**src/rtl/sprite_sched_pkg.sv**
```systemverilog
// Shared types and constants for the sprite scanline scheduler:
// fetch FSM states, sprite geometry and the horizontal mirror helper.
package sprite_sched_pkg;

    typedef enum logic [1:0] {
        IDLE,
        SETUP,
        READ,
        DONE
    } fetch_state_t;

    localparam int SPRITE_ROWS = 16;
    localparam int SPRITE_COLS = 16;
    localparam int ROW_BITS    = 8;

    // Columns 0..7 read bits 0..7; columns 8..15 read bits 7..0 (15-c == ~c in 3 bits).
    function automatic logic [2:0] mirror_index(input logic [3:0] c);
        return c[3] ? ~c[2:0] : c[2:0];
    endfunction

endpackage

```
**src/rtl/sprite_line_renderer.sv**
```systemverilog
// One sprite's active line buffer and column counter; drives that sprite's
// hit bit purely from registers and the live hpos/sprite_x inputs.
module sprite_line_renderer
    import sprite_sched_pkg::*;
(
    input  logic                clk,
    input  logic                reset,
    input  logic [8:0]          hpos,
    input  logic [8:0]          sprite_x,
    input  logic                sprite_en,
    input  logic                commit,
    input  logic [ROW_BITS-1:0] row,
    output logic                hit
);

    logic [ROW_BITS-1:0] active;
    logic [4:0]          cnt;
    logic [3:0]          col;

    // NOTE: sequential state uses non-blocking assignments so every register
    // samples pre-edge values regardless of statement order.
    always_ff @(posedge clk or posedge reset) begin
        if (reset) begin
            active <= '0;
            cnt    <= '0;
        end else begin
            if (commit)
                active <= row;
            // A re-hit restarts the sprite even while it is mid-draw.
            if (hpos == sprite_x && sprite_en)
                cnt <= 5'(SPRITE_COLS);
            else if (cnt != 5'd0)
                cnt <= cnt - 5'd1;
        end
    end

    assign col = 4'(5'(SPRITE_COLS) - cnt);
    assign hit = (cnt != 5'd0) & active[mirror_index(col)];

endmodule

```
**src/rtl/sprite_scanline_scheduler.sv**
```systemverilog
// Time-shares one sprite-row ROM across NUM_SPRITES sprites during horizontal
// blank, then commits the fetched rows to per-sprite renderers at hpos 0.
module sprite_scanline_scheduler
    import sprite_sched_pkg::*;
#(
    parameter int NUM_SPRITES = 4,
    parameter int FETCH_HPOS  = 256,
    parameter int V_TOTAL     = 262
) (
    input  logic                     clk,
    input  logic                     reset,
    input  logic [8:0]               hpos,
    input  logic [8:0]               vpos,
    input  logic                     display_on,
    input  logic [9*NUM_SPRITES-1:0] sprite_x,
    input  logic [9*NUM_SPRITES-1:0] sprite_y,
    input  logic [NUM_SPRITES-1:0]   sprite_en,
    output logic [3:0]               rom_yofs,
    input  logic [ROW_BITS-1:0]      rom_bits,
    output logic [NUM_SPRITES-1:0]   hit_mask,
    output logic                     gfx,
    output logic                     busy
);

    localparam int IDX_W = (NUM_SPRITES > 1) ? $clog2(NUM_SPRITES) : 1;

    fetch_state_t        state, state_next;
    logic [IDX_W-1:0]    idx;
    logic [ROW_BITS-1:0] staging [NUM_SPRITES];

    logic [8:0] next_line, sel_y, dy;
    logic       sel_en, in_range, last, fetch_start, commit;

    assign fetch_start = (hpos == 9'(FETCH_HPOS));
    assign commit      = (hpos == 9'd0);
    assign next_line   = (vpos == 9'(V_TOTAL - 1)) ? 9'd0 : vpos + 9'd1;
    assign sel_y       = sprite_y[9*int'(idx) +: 9];
    assign sel_en      = sprite_en[idx];
    // Modulo-512 distance clips sprites straddling the frame wrap for free.
    assign dy          = next_line - sel_y;
    assign in_range    = sel_en && (dy < 9'(SPRITE_ROWS));
    assign last        = (idx == IDX_W'(NUM_SPRITES - 1));

    always_ff @(posedge clk or posedge reset) begin
        if (reset)
            state <= IDLE;
        else
            state <= state_next;
    end

    // NOTE: next state gets a default before the case so no path infers a latch.
    always_comb begin
        state_next = state;
        case (state)
            IDLE:    if (fetch_start) state_next = SETUP;
            SETUP:   if (in_range) state_next = READ;
                     else if (last) state_next = DONE;
            READ:    state_next = last ? DONE : SETUP;
            DONE:    state_next = IDLE;
            default: state_next = IDLE;
        endcase
    end

    // NOTE: staging is a small register array, not RAM, so it is cleared on reset
    // to guarantee the line after a reset renders blank.
    always_ff @(posedge clk or posedge reset) begin
        if (reset) begin
            idx      <= '0;
            busy     <= 1'b0;
            rom_yofs <= '0;
            for (int i = 0; i < NUM_SPRITES; i++)
                staging[i] <= '0;
        end else begin
            case (state)
                IDLE: begin
                    if (fetch_start) begin
                        idx  <= '0;
                        busy <= 1'b1;
                    end
                end
                SETUP: begin
                    // First displayed line reads row 15, so the sprite is stored bottom-up.
                    if (in_range) begin
                        rom_yofs <= 4'd15 - dy[3:0];
                    end else begin
                        staging[idx] <= '0;
                        if (!last) idx <= idx + 1'b1;
                    end
                end
                READ: begin
                    staging[idx] <= rom_bits;
                    if (!last) idx <= idx + 1'b1;
                end
                DONE:    busy <= 1'b0;
                default: ;
            endcase
        end
    end

    for (genvar i = 0; i < NUM_SPRITES; i++) begin : g_sprite
        sprite_line_renderer u_renderer (
            .clk       (clk),
            .reset     (reset),
            .hpos      (hpos),
            .sprite_x  (sprite_x[9*i +: 9]),
            .sprite_en (sprite_en[i]),
            .commit    (commit),
            .row       (staging[i]),
            .hit       (hit_mask[i])
        );
    end

    assign gfx = display_on & (|hit_mask);

endmodule

```
**config.mk**
```make
export PLATFORM = sky130hd
export DESIGN_NAME = sprite_scanline_scheduler
export DESIGN_NICKNAME = d
export VERILOG_FILES = /design/src/rtl/sprite_sched_pkg.sv /design/src/rtl/sprite_line_renderer.sv /design/src/rtl/sprite_scanline_scheduler.sv
export SDC_FILE = /design/constraint.sdc
export NUM_CORES = 1
export LEC_CHECK = 0
export BUFFER_PORTS_ARGS = -buffer_cell sky130_fd_sc_hd__clkbuf_2
export CELL_PAD_IN_SITES_DETAIL_PLACEMENT = 1
export CELL_PAD_IN_SITES_GLOBAL_PLACEMENT = 2
export CORE_ASPECT_RATIO = 1.1
export CORE_MARGIN = 3
export CORE_UTILIZATION = 38
export DETAILED_ROUTE_END_ITERATION = 8
export PLACE_DENSITY_LB_ADDON = 0.1
export SYNTH_ARGS = -nofsm -noshare
export SYNTH_HDL_FRONTEND = slang
export SYNTH_HIERARCHICAL = 1
export SYNTH_SLANG_ARGS = --single-unit
```
**constraint.sdc**
```tcl
create_clock -name clk -period 3.98 [get_ports clk]
set_input_delay 0.597 -clock clk [delete_from_list [all_inputs] [get_ports clk]]
set_output_delay 0.597 -clock clk [all_outputs]
set_load 0.005 [all_outputs]
```
==> insert_results.sql <==
INSERT INTO impl_metrics (metric_group, metric, value, unit) VALUES
('yosys', 'ys_ff_latch', '93', ''),
('finish', 'insertedDiodeCount', '0', ''),
('clock_network', 'cts-root-to-sink-buffers', '2', ''),
('global_route', 'first_global_vias', '5445', ''),
('yosys', 'post_synth_main_area_contributors', 'dfrtp_1 (34%), xnor2_1 (8.6%), mux2_4 (7.9%)', ''),
('yosys', 'synth_edf_count', '0', ''),
('die', 'initial_core_util', '0.395', ''),
('flow_run', 'maxCapViolCount', '0', ''),
('power', 'power_per_cell_area', '741', 'nW/um2'),
('power', 'seqPwrFrac', '0.289', ''),
('power', 'clock_share_of_power', '0.164', ''),
('sta', 'finalWorstSetupSlack', '0.199', 'ns'),
('yosys', 'synth-async-reset-ratio', '1.00', ''),
('finish', 'layoutNonFillerInstCount', '946', ''),
('yosys', 'synth_adder_area_share', '0.0504', ''),
('yosys', 'seq_area_frac_synth', '0.340', ''),
('placement', 'post_dp_cell_area', '7460', 'um2'),
('clock_network', 'path_clk_slew', '0.07', 'ns'),
('drt', 'drc', '0', ''),
('clock_network', 'cts_sinks', '93', ''),
('yosys', 'synth_compound_gate_area_share', '0.126', ''),
('worst_setup_path', 'critPathRequiredTime', '3.38', 'ns'),
('finish', 'final_net_count', '839', ''),
('power', 'p_sw_frac', '0.415', ''),
('die', 'rows', '50', ''),
('sta', 'setup-tns-final', '0', 'ns'),
('worst_setup_path', 'worstPathMaxFanout', '12', ''),
('worst_setup_path', 'cpMaxStageDelayCell', 'ha_1', ''),
('sta', 'worst_pin_slew', '1.01', 'ns'),
('placement', 'placedCellCount', '930', ''),
('yosys', 'synthesis.yosys.warnings', '6', ''),
('drt', 'dr.first_iter.drc_count', '155', ''),
('power', 'power.leakage', '3.59', 'nW'),
('clock_network', 'cts_tree', 'yes', ''),
('power', 'worst_ir_drop_vdd', '384', 'uV'),
('global_route', 'globalRouteTotalUtil', '0.182', ''),
('clock_network', 'post_cts_hold_buffer_count', '0', ''),
('yosys', 'synthesis.area', '6850', 'um2'),
('worst_setup_path', 'startpoint_type', 'flip-flop', ''),
('worst_setup_path', 'critPathMaxStageDelay', '0.55', 'ns'),
('global_route', 'grt_max_degree', '42', ''),
('power', 'cell_internal_pwr', '3.38', 'mW'),
('yosys', 'syn_nets', '732', ''),
('drt', 'num_vias', '4941', ''),
('die', 'design.portCount', '115', ''),
('yosys', 'synthDominantCellAreaShare', '0.340', ''),
('sta', 'clock_skew', '0.00779', 'ns'),
('global_route', 'antenna_found_initial', '0', ''),
('clock_network', 'cts_inserted_buffers', '9', ''),
('clock_network', 'cts.root.buffer_cell', 'clkbuf_16', ''),
('yosys', 'avgSynthCellArea', '11.4', 'um2'),
('global_route', 'grt-ovfl-total', '0', ''),
('min_path', 'hold_path_class', 'in2async', ''),
('sta', 'layout_min_cycle_time', '3.78', 'ns'),
('power', 'switching_power', '2.40', 'mW'),
('clock_network', 'post_cts_buffers', '0', ''),
('sta', 'finalSetupViolCount', '0', ''),
('drt', 'finalWirelength', '17500', 'um'),
('worst_setup_path', 'arrival', '3.18', 'ns'),
('yosys', 'netlist-cell-type-count', '71', ''),
('status', 'run_status', 'finished clean', ''),
('yosys', 'postSynth.topFlopCell', 'dfrtp_1', ''),
('drt', 'detail_route_antenna_nets', '0', ''),
('finish', 'layout_overhead_on_the_synthesized_area', '13.8', '%'),
('finish', 'fill_cells', '1929', ''),
('die', 'fp.dieH', '147', 'um'),
('yosys', 'syn_inst', '600', ''),
('placement', 'port_buffers', '114', ''),
('die', 'fp.dieArea', '19700', 'um2'),
('yosys', 'muxShareOfSynthArea', '0.190', ''),
('clock_network', 'h_tree_depth', '3', '');
-- sequential cells by signal, summed over array words and instances, names as in the netlist --
signal and flops:
busy 1, g_sprite.u_renderer/cnt 20, state 2, staging 32
rom_yofs 4, idx 2, g_sprite.u_renderer/active 32
-- placed cells by master, fill, tap and decap left out, types with 9 or more instances in the layout --
master / instances
clkbuf_16: 9
mux2i_1: 12
buf_4: 9
mux4_1: 9
xnor2_1: 67
a21oi_1: 18
nor2_1: 38
o21ai_0: 17
o21a_1: 12
dfrtp_1: 92
clkbuf_2: 114
nand2_1: 26
nor3_1: 12
ha_1: 25
inv_1: 32
mux2_4: 36
mux2_2: 32
and2_1: 10
nand4_1: 9
-- metrics by stage --
step | utilization | hold slack [ns] | power (mW)
2_1_floorplan | - | 0.469 | 4.26
3_3_place_gp | 0.430 | 0.468 | 4.74
3_5_place_dp | 0.430 | 0.494 | 4.84
4_1_cts | 0.449 | 0.403 | 5.84
5_1_grt | 0.450 | 0.421 | 6.24
6_report | 0.450 | 0.373 | 5.77
-- synth_stat cells (5+ instances only) --
cell type   n
nand4_1     9
dfrtp_1    93
mux2i_1    12
nand3_1     5
or2_2       5
o21a_1     12
o21ai_0    17
mux4_1      9
mux2_4     36
ha_1       26
and2_1     10
inv_1      32
a21oi_1    18
xnor2_1    67
buf_6      10
nor3_2      5
nand2_1    26
o31ai_1     7
clkbuf_8    8
mux2_2     32
nor2_1     39
a211oi_1    8
nor3_1     12
-- per-layer routing --
metal | track usage | up-vias | part of all wire
met3 | 0.0267 | 16 | 0.025
met4 | 0.0370 | 0 | 0.012
met1 | 0.230 | 2458 | 0.44
li1 | - | 2392 | -
met5 | 0 | - | 0
met2 | 0.329 | 75 | 0.52
-- cells by family (layout without fill, tap and decap cells) --
family | Yosys count | count (layout)
multiplexers | 92 | 92
flip-flops | 93 | 93
AO/OA/AOI/OAI | 107 | 107
buffers and inverters | 59 | 171
XOR/XNOR | 72 | 72
AND/OR/NAND/NOR | 150 | 150
adder cells (fa/ha/maj) | 27 | 27
-- path summary, 6_finish.rpt --
kind | end | slack, ns | cells past startpoint | from
max | gfx | 0.20 | 9 | g_sprite[3].u_renderer/cnt[0]
min | g_sprite[1].u_renderer/active[1] | 0.37 | 2 | reset
max reg2reg | staging[9] | 0.49 | 11 | idx[0]
min reg2reg | busy | 0.50 | 2 | busy
max in group asynchronous | idx[1] | 3.13 | 3 | reset
min in group clk | busy | 0.50 | 2 | busy
-- area by class of cell --
class | count | area, um2 | area share
Sequential cell | 93 | 2330 | 0.299
Timing Repair Buffer | 123 | 638 | 0.0819
Clock buffer | 10 | 239 | 0.0307
Clock inverter | 6 | 92.6 | 0.0119
Multi-Input combinational cell | 448 | 4080 | 0.524
Tap cell | 234 | 293 | 0.0376
Inverter | 32 | 120 | 0.0154
-- power groups by stage --
stage / clock network [mW] / logic, mW / registers (mW)
after floorplan: 0 / 2.80 / 1.46
after global placement: 0 / 3.07 / 1.67
after detailed placement: 0 / 3.16 / 1.68
after CTS: 0.978 / 3.19 / 1.67
after global routing: 1.01 / 3.50 / 1.73
final: 0.949 / 3.15 / 1.67
Note: power is estimated with default switching activity, not from simulation.
